## config.mk

```make
export PLATFORM = sky130hd
export DESIGN_NAME = serial_subst_ctrl
export DESIGN_NICKNAME = d
export VERILOG_FILES = /design/src/rtl/serial_subst_ctrl_pkg.sv /design/src/rtl/serial_subst_ctrl_sub_bit_cell.sv /design/src/rtl/serial_subst_ctrl.sv
export SDC_FILE = /design/constraint.sdc
export NUM_CORES = 1
export LEC_CHECK = 0
export ABC_AREA = 0
export ABC_CLOCK_PERIOD_IN_PS = 1300
export CAP_MARGIN = 20
export CORE_MARGIN = 2
export CORE_UTILIZATION = 47
export CTS_CLUSTER_DIAMETER = 40
export DETAILED_ROUTE_END_ITERATION = 10
export GPL_ROUTABILITY_DRIVEN = 1
export GPL_TIMING_DRIVEN = 0
export PLACE_DENSITY = 0.85
export SLEW_MARGIN = 0
export SYNTH_ARGS = -nofsm -noshare
export SYNTH_HDL_FRONTEND = slang
export SYNTH_HIERARCHICAL = 1
export SYNTH_SLANG_ARGS = --single-unit
export TNS_END_PERCENT = 30
```

## constraint.sdc

```tcl
create_clock -name clk -period 1.3 [get_ports clk]
set_input_delay 0.26 -clock clk [delete_from_list [all_inputs] [get_ports clk]]
set_output_delay 0.26 -clock clk [all_outputs]
set_load 0.02 [all_outputs]
```

## src/rtl/serial_subst_ctrl_pkg.sv

```systemverilog
// Shared definitions for the bit-serial subtractor controller.
//   WIDTH_DEF : default operand/result width
//   state_t   : controller state encoding
package serial_subst_ctrl_pkg;

   localparam int WIDTH_DEF = 8;

   typedef enum logic [1:0] {
      S_IDLE = 2'd0,
      S_RUN  = 2'd1,
      S_DONE = 2'd2
   } state_t;

endpackage

```

## src/rtl/serial_subst_ctrl_sub_bit_cell.sv

```systemverilog
// Combinational 1-bit full subtractor: d = x - y - bin, bout = borrow out.
// Built from two half-subtractor stages whose borrows are ORed.
//   x, y, bin : minuend bit, subtrahend bit, borrow in
//   d, bout   : difference bit, borrow out
module sub_bit_cell (
   input  logic x,
   input  logic y,
   input  logic bin,
   output logic d,
   output logic bout
);

   logic d1;
   logic b1;
   logic b2;

   assign d1   = x ^ y;
   assign b1   = ~x & y;
   assign d    = d1 ^ bin;
   assign b2   = ~d1 & bin;
   assign bout = b1 | b2;

endmodule

```

## src/rtl/serial_subst_ctrl.sv

```systemverilog
// Bit-serial subtractor controller: DIFF = A - B, one bit per clock, LSB first,
// time-sharing a single sub_bit_cell.
//   clk, rst_n   : clock, async active-low reset
//   start        : begin an operation (accepted only in IDLE); latches a, b
//   a, b         : minuend, subtrahend
//   busy         : high in RUN and DONE
//   done         : one-cycle pulse when results are valid
//   diff         : A - B modulo 2^WIDTH, held until the next result
//   borrow_out   : final borrow (A < B unsigned)
//   zero         : diff == 0
//
// state  | meaning
// S_IDLE | waiting for start; results held
// S_RUN  | processing one bit per edge, WIDTH edges
// S_DONE | results valid, done pulse
module serial_subst_ctrl
   import serial_subst_ctrl_pkg::*;
#(
   parameter int WIDTH = WIDTH_DEF
) (
   input  logic             clk,
   input  logic             rst_n,
   input  logic             start,
   input  logic [WIDTH-1:0] a,
   input  logic [WIDTH-1:0] b,
   output logic             busy,
   output logic             done,
   output logic [WIDTH-1:0] diff,
   output logic             borrow_out,
   output logic             zero
);

   localparam int CNT_W = $clog2(WIDTH) + 1;

   state_t           state;
   state_t           state_nxt;
   logic [WIDTH-1:0] sa;
   logic [WIDTH-1:0] sb;
   logic [WIDTH-2:0] diff_sr;
   logic             borrow;
   logic [CNT_W-1:0] cnt;
   logic             cell_d;
   logic             cell_bout;
   logic             last_bit;
   logic [WIDTH-1:0] diff_nxt;

   sub_bit_cell u_cell (
      .x    (sa[0]),
      .y    (sb[0]),
      .bin  (borrow),
      .d    (cell_d),
      .bout (cell_bout)
   );

   assign last_bit = (cnt == CNT_W'(WIDTH - 1));
   // The partial result keeps only the upper WIDTH-1 bits; the final bit
   // completes the word directly into diff.
   assign diff_nxt = {cell_d, diff_sr};
   assign busy     = (state != S_IDLE);
   assign done     = (state == S_DONE);

   always_ff @(posedge clk or negedge rst_n) begin
      if (!rst_n) begin
         state <= S_IDLE;
      end else begin
         state <= state_nxt;
      end
   end

   always_comb begin
      state_nxt = state;
      case (state)
         S_IDLE:  if (start) state_nxt = S_RUN;
         S_RUN:   if (last_bit) state_nxt = S_DONE;
         S_DONE:  state_nxt = S_IDLE;
         default: state_nxt = S_IDLE;
      endcase
   end

   always_ff @(posedge clk or negedge rst_n) begin
      if (!rst_n) begin
         sa         <= '0;
         sb         <= '0;
         diff_sr    <= '0;
         borrow     <= 1'b0;
         cnt        <= '0;
         diff       <= '0;
         borrow_out <= 1'b0;
         zero       <= 1'b0;
      end else begin
         case (state)
            S_IDLE: begin
               if (start) begin
                  sa     <= a;
                  sb     <= b;
                  borrow <= 1'b0;
                  cnt    <= '0;
               end
            end
            S_RUN: begin
               sa      <= sa >> 1;
               sb      <= sb >> 1;
               diff_sr <= diff_nxt[WIDTH-1:1];
               borrow  <= cell_bout;
               if (last_bit) begin
                  // Counter parks at 0 rather than stepping past WIDTH-1.
                  cnt        <= '0;
                  diff       <= diff_nxt;
                  borrow_out <= cell_bout;
                  zero       <= (diff_nxt == '0);
               end else begin
                  cnt <= cnt + 1'b1;
               end
            end
            default: ;
         endcase
      end
   end

endmodule

```

==> results.md <==
- Crit path cell chain: buf_6, clkbuf_16, or2_4, buf_6
- Final setup violation count: 25
- # diodes: 0
- Worst-path fanout max: 3
- Syn_area_per_cell: 10.7 um^2
- DRC viols: 0
- Max Clock Skew: 0.00585 ns
- Most frequent cells in the layout: dfrtp_1, nand2_1, clkdlybuf4s50_1
- Failing checks: negative setup slack
- I/O pin count: 31
- Yosys reg bits: 40
- RSZ-0062 raised after global routing: true
- Area growth from synthesis to layout: 37.7%
- Finished Layout Cells: 270
- CP delay by family, top: flip-flops
- Worst hold slack: 0.0745 ns
- Sequential share of the synthesized area: 0.542
- Worst-skew pair later-pin latency: 0.30 ns
- Nets: 243
- Global route overflow: 0
- Num CTS Buffers: 5
- Worst-path clk slew: 0.07 ns
- Worst Setup Path Type: reg -> out
- Final worst path period need: 1.57 ns
- Reg-to-Reg End: zero
- Post-route setup slack: -0.274 ns
- First drt pass iteration count: 4
- Crit path capture: busy
- Final wirelength: 4.27 mm
- Cells after Synth: 172
- Die span in y: 66.7 um
- FP Rows: 22
- Startpoint types: flop
- Crit. path cell count: 4
- Initial Util: 0.497
- Clock sink total: 40
- Final cycle utilization of the critical path: 1.21
- Max-slew headroom: 0.419
- FMAX: 635 MHz
- Routed len/inst: 15.8 um
- Most common cell after layout, fill and taps aside: dfrtp_1
- DIE WIDTH: 66.7 um
- CTS tree: built
- Vias: 1,487
- Worst IR Drop VDD: 1.21 mV
- Die area: 4450 um^2
- Setup slack, reg-to-reg: -0.18 ns
- CP startpoint: state[1]
- Leak pwr: 1.19 nW
- Clock root cell: clkbuf_8
- CP max-delay cell: dfrtp_1
- Bufs and invs on worst path: 3
- H-Tree Level Count: 2
- First-pass GRT wire length: 6.55 mm
- CP Capture Type: output pin
- Worst R2R Path Depth: 5
- Max-capacitance violation count: 0
- Yosys Warn Count: 6
- CP most frequent cell: buf_6
- Longest Clk Path Bufs: 2
- Via/cell ratio: 5.51
- Largest net degree at the start of global routing: 41
- Antenna-violating nets left: 0
- Largest stage delay, worst path: 0.40 ns
- Final Hold Viols: 0
- Fraction of layout cells with a size suffix above 1: 0.266
- 1st-iter DRT viols: 98
- Number of port buffers: 30
- Max-slew violations: 0
- Fillers: 275
- Number of global-route vias before repair: 1,434
- Initial antenna violation count: 0
- Post-synthesis cell type count: 28
- Placeable Area: 3720 um^2
- Synthesized area: 1850 um^2
- Power Density: 2230 nW/um^2
- Placed wire-length estimate: 2.50 mm
- Overall routing resource usage: 0.199
- Synthesized net count: 193
- Worst hold path type: in -> async
- Worst slew pin tran: 0.871 ns
- Critical R2R Launch: sb[0]
- Arr. time, crit path: 1.31 ns
- Cells after DPL: 250
- Placer Congestion: 0.751
- Data required time of the worst path: 1.04 ns
- Outcome: complete, but fails checks
[per-layer routing]
layer,track usage,up-vias,wire length [um]
met2,0.306,34,2070
met3,0.0591,9,169
met1,0.256,745,1940
li1,-,699,-
met4,0.0944,0,84
met5,0,-,0
[synth_stat cells (all sizes together)]
| library cell | number | area, um^2 |
|---|---|---|
| dfrtp | 40 | 1000 |
| nand2 | 30 | 113 |
| o21ai | 19 | 95.1 |
| a22oi | 14 | 105 |
| a21oi | 12 | 60.1 |
| nor2b | 11 | 68.8 |
| mux2 | 10 | 113 |
| buf | 6 | 38.8 |
| and2b | 5 | 37.5 |
| inv | 4 | 15.0 |
| a22o | 3 | 26.3 |
| clkbuf | 3 | 11.3 |
| nor2 | 2 | 23.8 |
| nor4 | 2 | 12.5 |
| a211o | 1 | 8.76 |
| and3 | 1 | 6.26 |
| fa | 1 | 20.0 |
| ha | 1 | 12.5 |
| nand2b | 1 | 13.8 |
| nand3 | 1 | 5.00 |
| nand3b | 1 | 20.0 |
| nor4b | 1 | 15.0 |
| o21bai | 1 | 11.3 |
| o31ai | 1 | 7.51 |
| or2 | 1 | 6.26 |
[flip-flops by register name, indices dropped and copies added (netlist names)]
name / count
sa: 8
diff_sr: 7
borrow: 1
diff: 8
borrow_out: 1
sb: 8
zero: 1
cnt: 4
state: 2
[worst reg2reg max path: cells and delay by family (launching register included)]
kind                     cells  cell delay [ns]
adder cells (fa/ha/maj)      1             0.48
flip-flops                   1             0.41
AND/OR/NAND/NOR              2             0.24
AO/OA/AOI/OAI                1             0.18
buffers and inverters        1             0.08
[cells by family (layout without fill, tap and decap cells)]
family | Yosys count | in the layout | share of synthesized area
AND/OR/NAND/NOR | 56 | 57 | 0.174
AO/OA/AOI/OAI | 51 | 51 | 0.170
flip-flops | 40 | 40 | 0.542
buffers and inverters | 13 | 62 | 0.0352
multiplexers | 10 | 10 | 0.0610
adder cells (fa/ha/maj) | 2 | 2 | 0.0176
[worst min path at each step]
stage          start  endpoint  slack, ns  depth (start not counted)
6_report       rst_n     sa[7]       0.07                          1
2_1_floorplan  rst_n    borrow      -0.04                          0
3_5_place_dp   rst_n     sa[7]       0.42                          1
5_1_grt        rst_n     sa[2]       0.16                          1
3_3_place_gp   sb[5]     sb[5]       0.47                          2
4_1_cts        rst_n     sa[7]       0.11                          1
[area by class of cell]
cell class,instances,area (um^2),area share
Buffer,9,100,0.0394
Clock buffer,7,96.3,0.0379
Inverter,4,15.0,0.00591
Multi-Input combinational cell,120,886,0.348
Sequential cell,40,1000,0.395
Tap cell,48,60.1,0.0236
Timing Repair Buffer,42,382,0.150
[per-stage QoR]
| step | total power [W] | setup TNS [ns] | utilization | instance area [um^2] | worst slack, ns |
|---|---|---|---|---|---|
| after floorplan | 0.00353 | -0.202 | - | 1860 | -0.0591 |
| after global placement | 0.00419 | -46.70 | 0.597 | 2220 | -0.975 |
| after detailed placement | 0.00428 | -8.59 | 0.595 | 2210 | -0.760 |
| after CTS | 0.00530 | -1.63 | 0.653 | 2430 | -0.280 |
| after global routing | 0.00602 | -3.08 | 0.684 | 2540 | -0.310 |
| final | 0.00568 | -1.75 | 0.684 | 2540 | -0.274 |
[where the power goes]
part | leakage [nW] | switching [W] | internal (W)
logic | 0.631 | 0.00130 | 0.00128
clock network | 0.0503 | 0.000420 | 0.000472
registers | 0.508 | 0.000436 | 0.00177
[repair_timing]
item	CTS	global route
gates cloned	0	1
setup buffers	6	6
setup endpoints to repair	35	31
gates resized for setup	50	19
pin swaps	2	4
hold buffers	0	0
No activity file was read; power rests on OpenSTA's default activity.
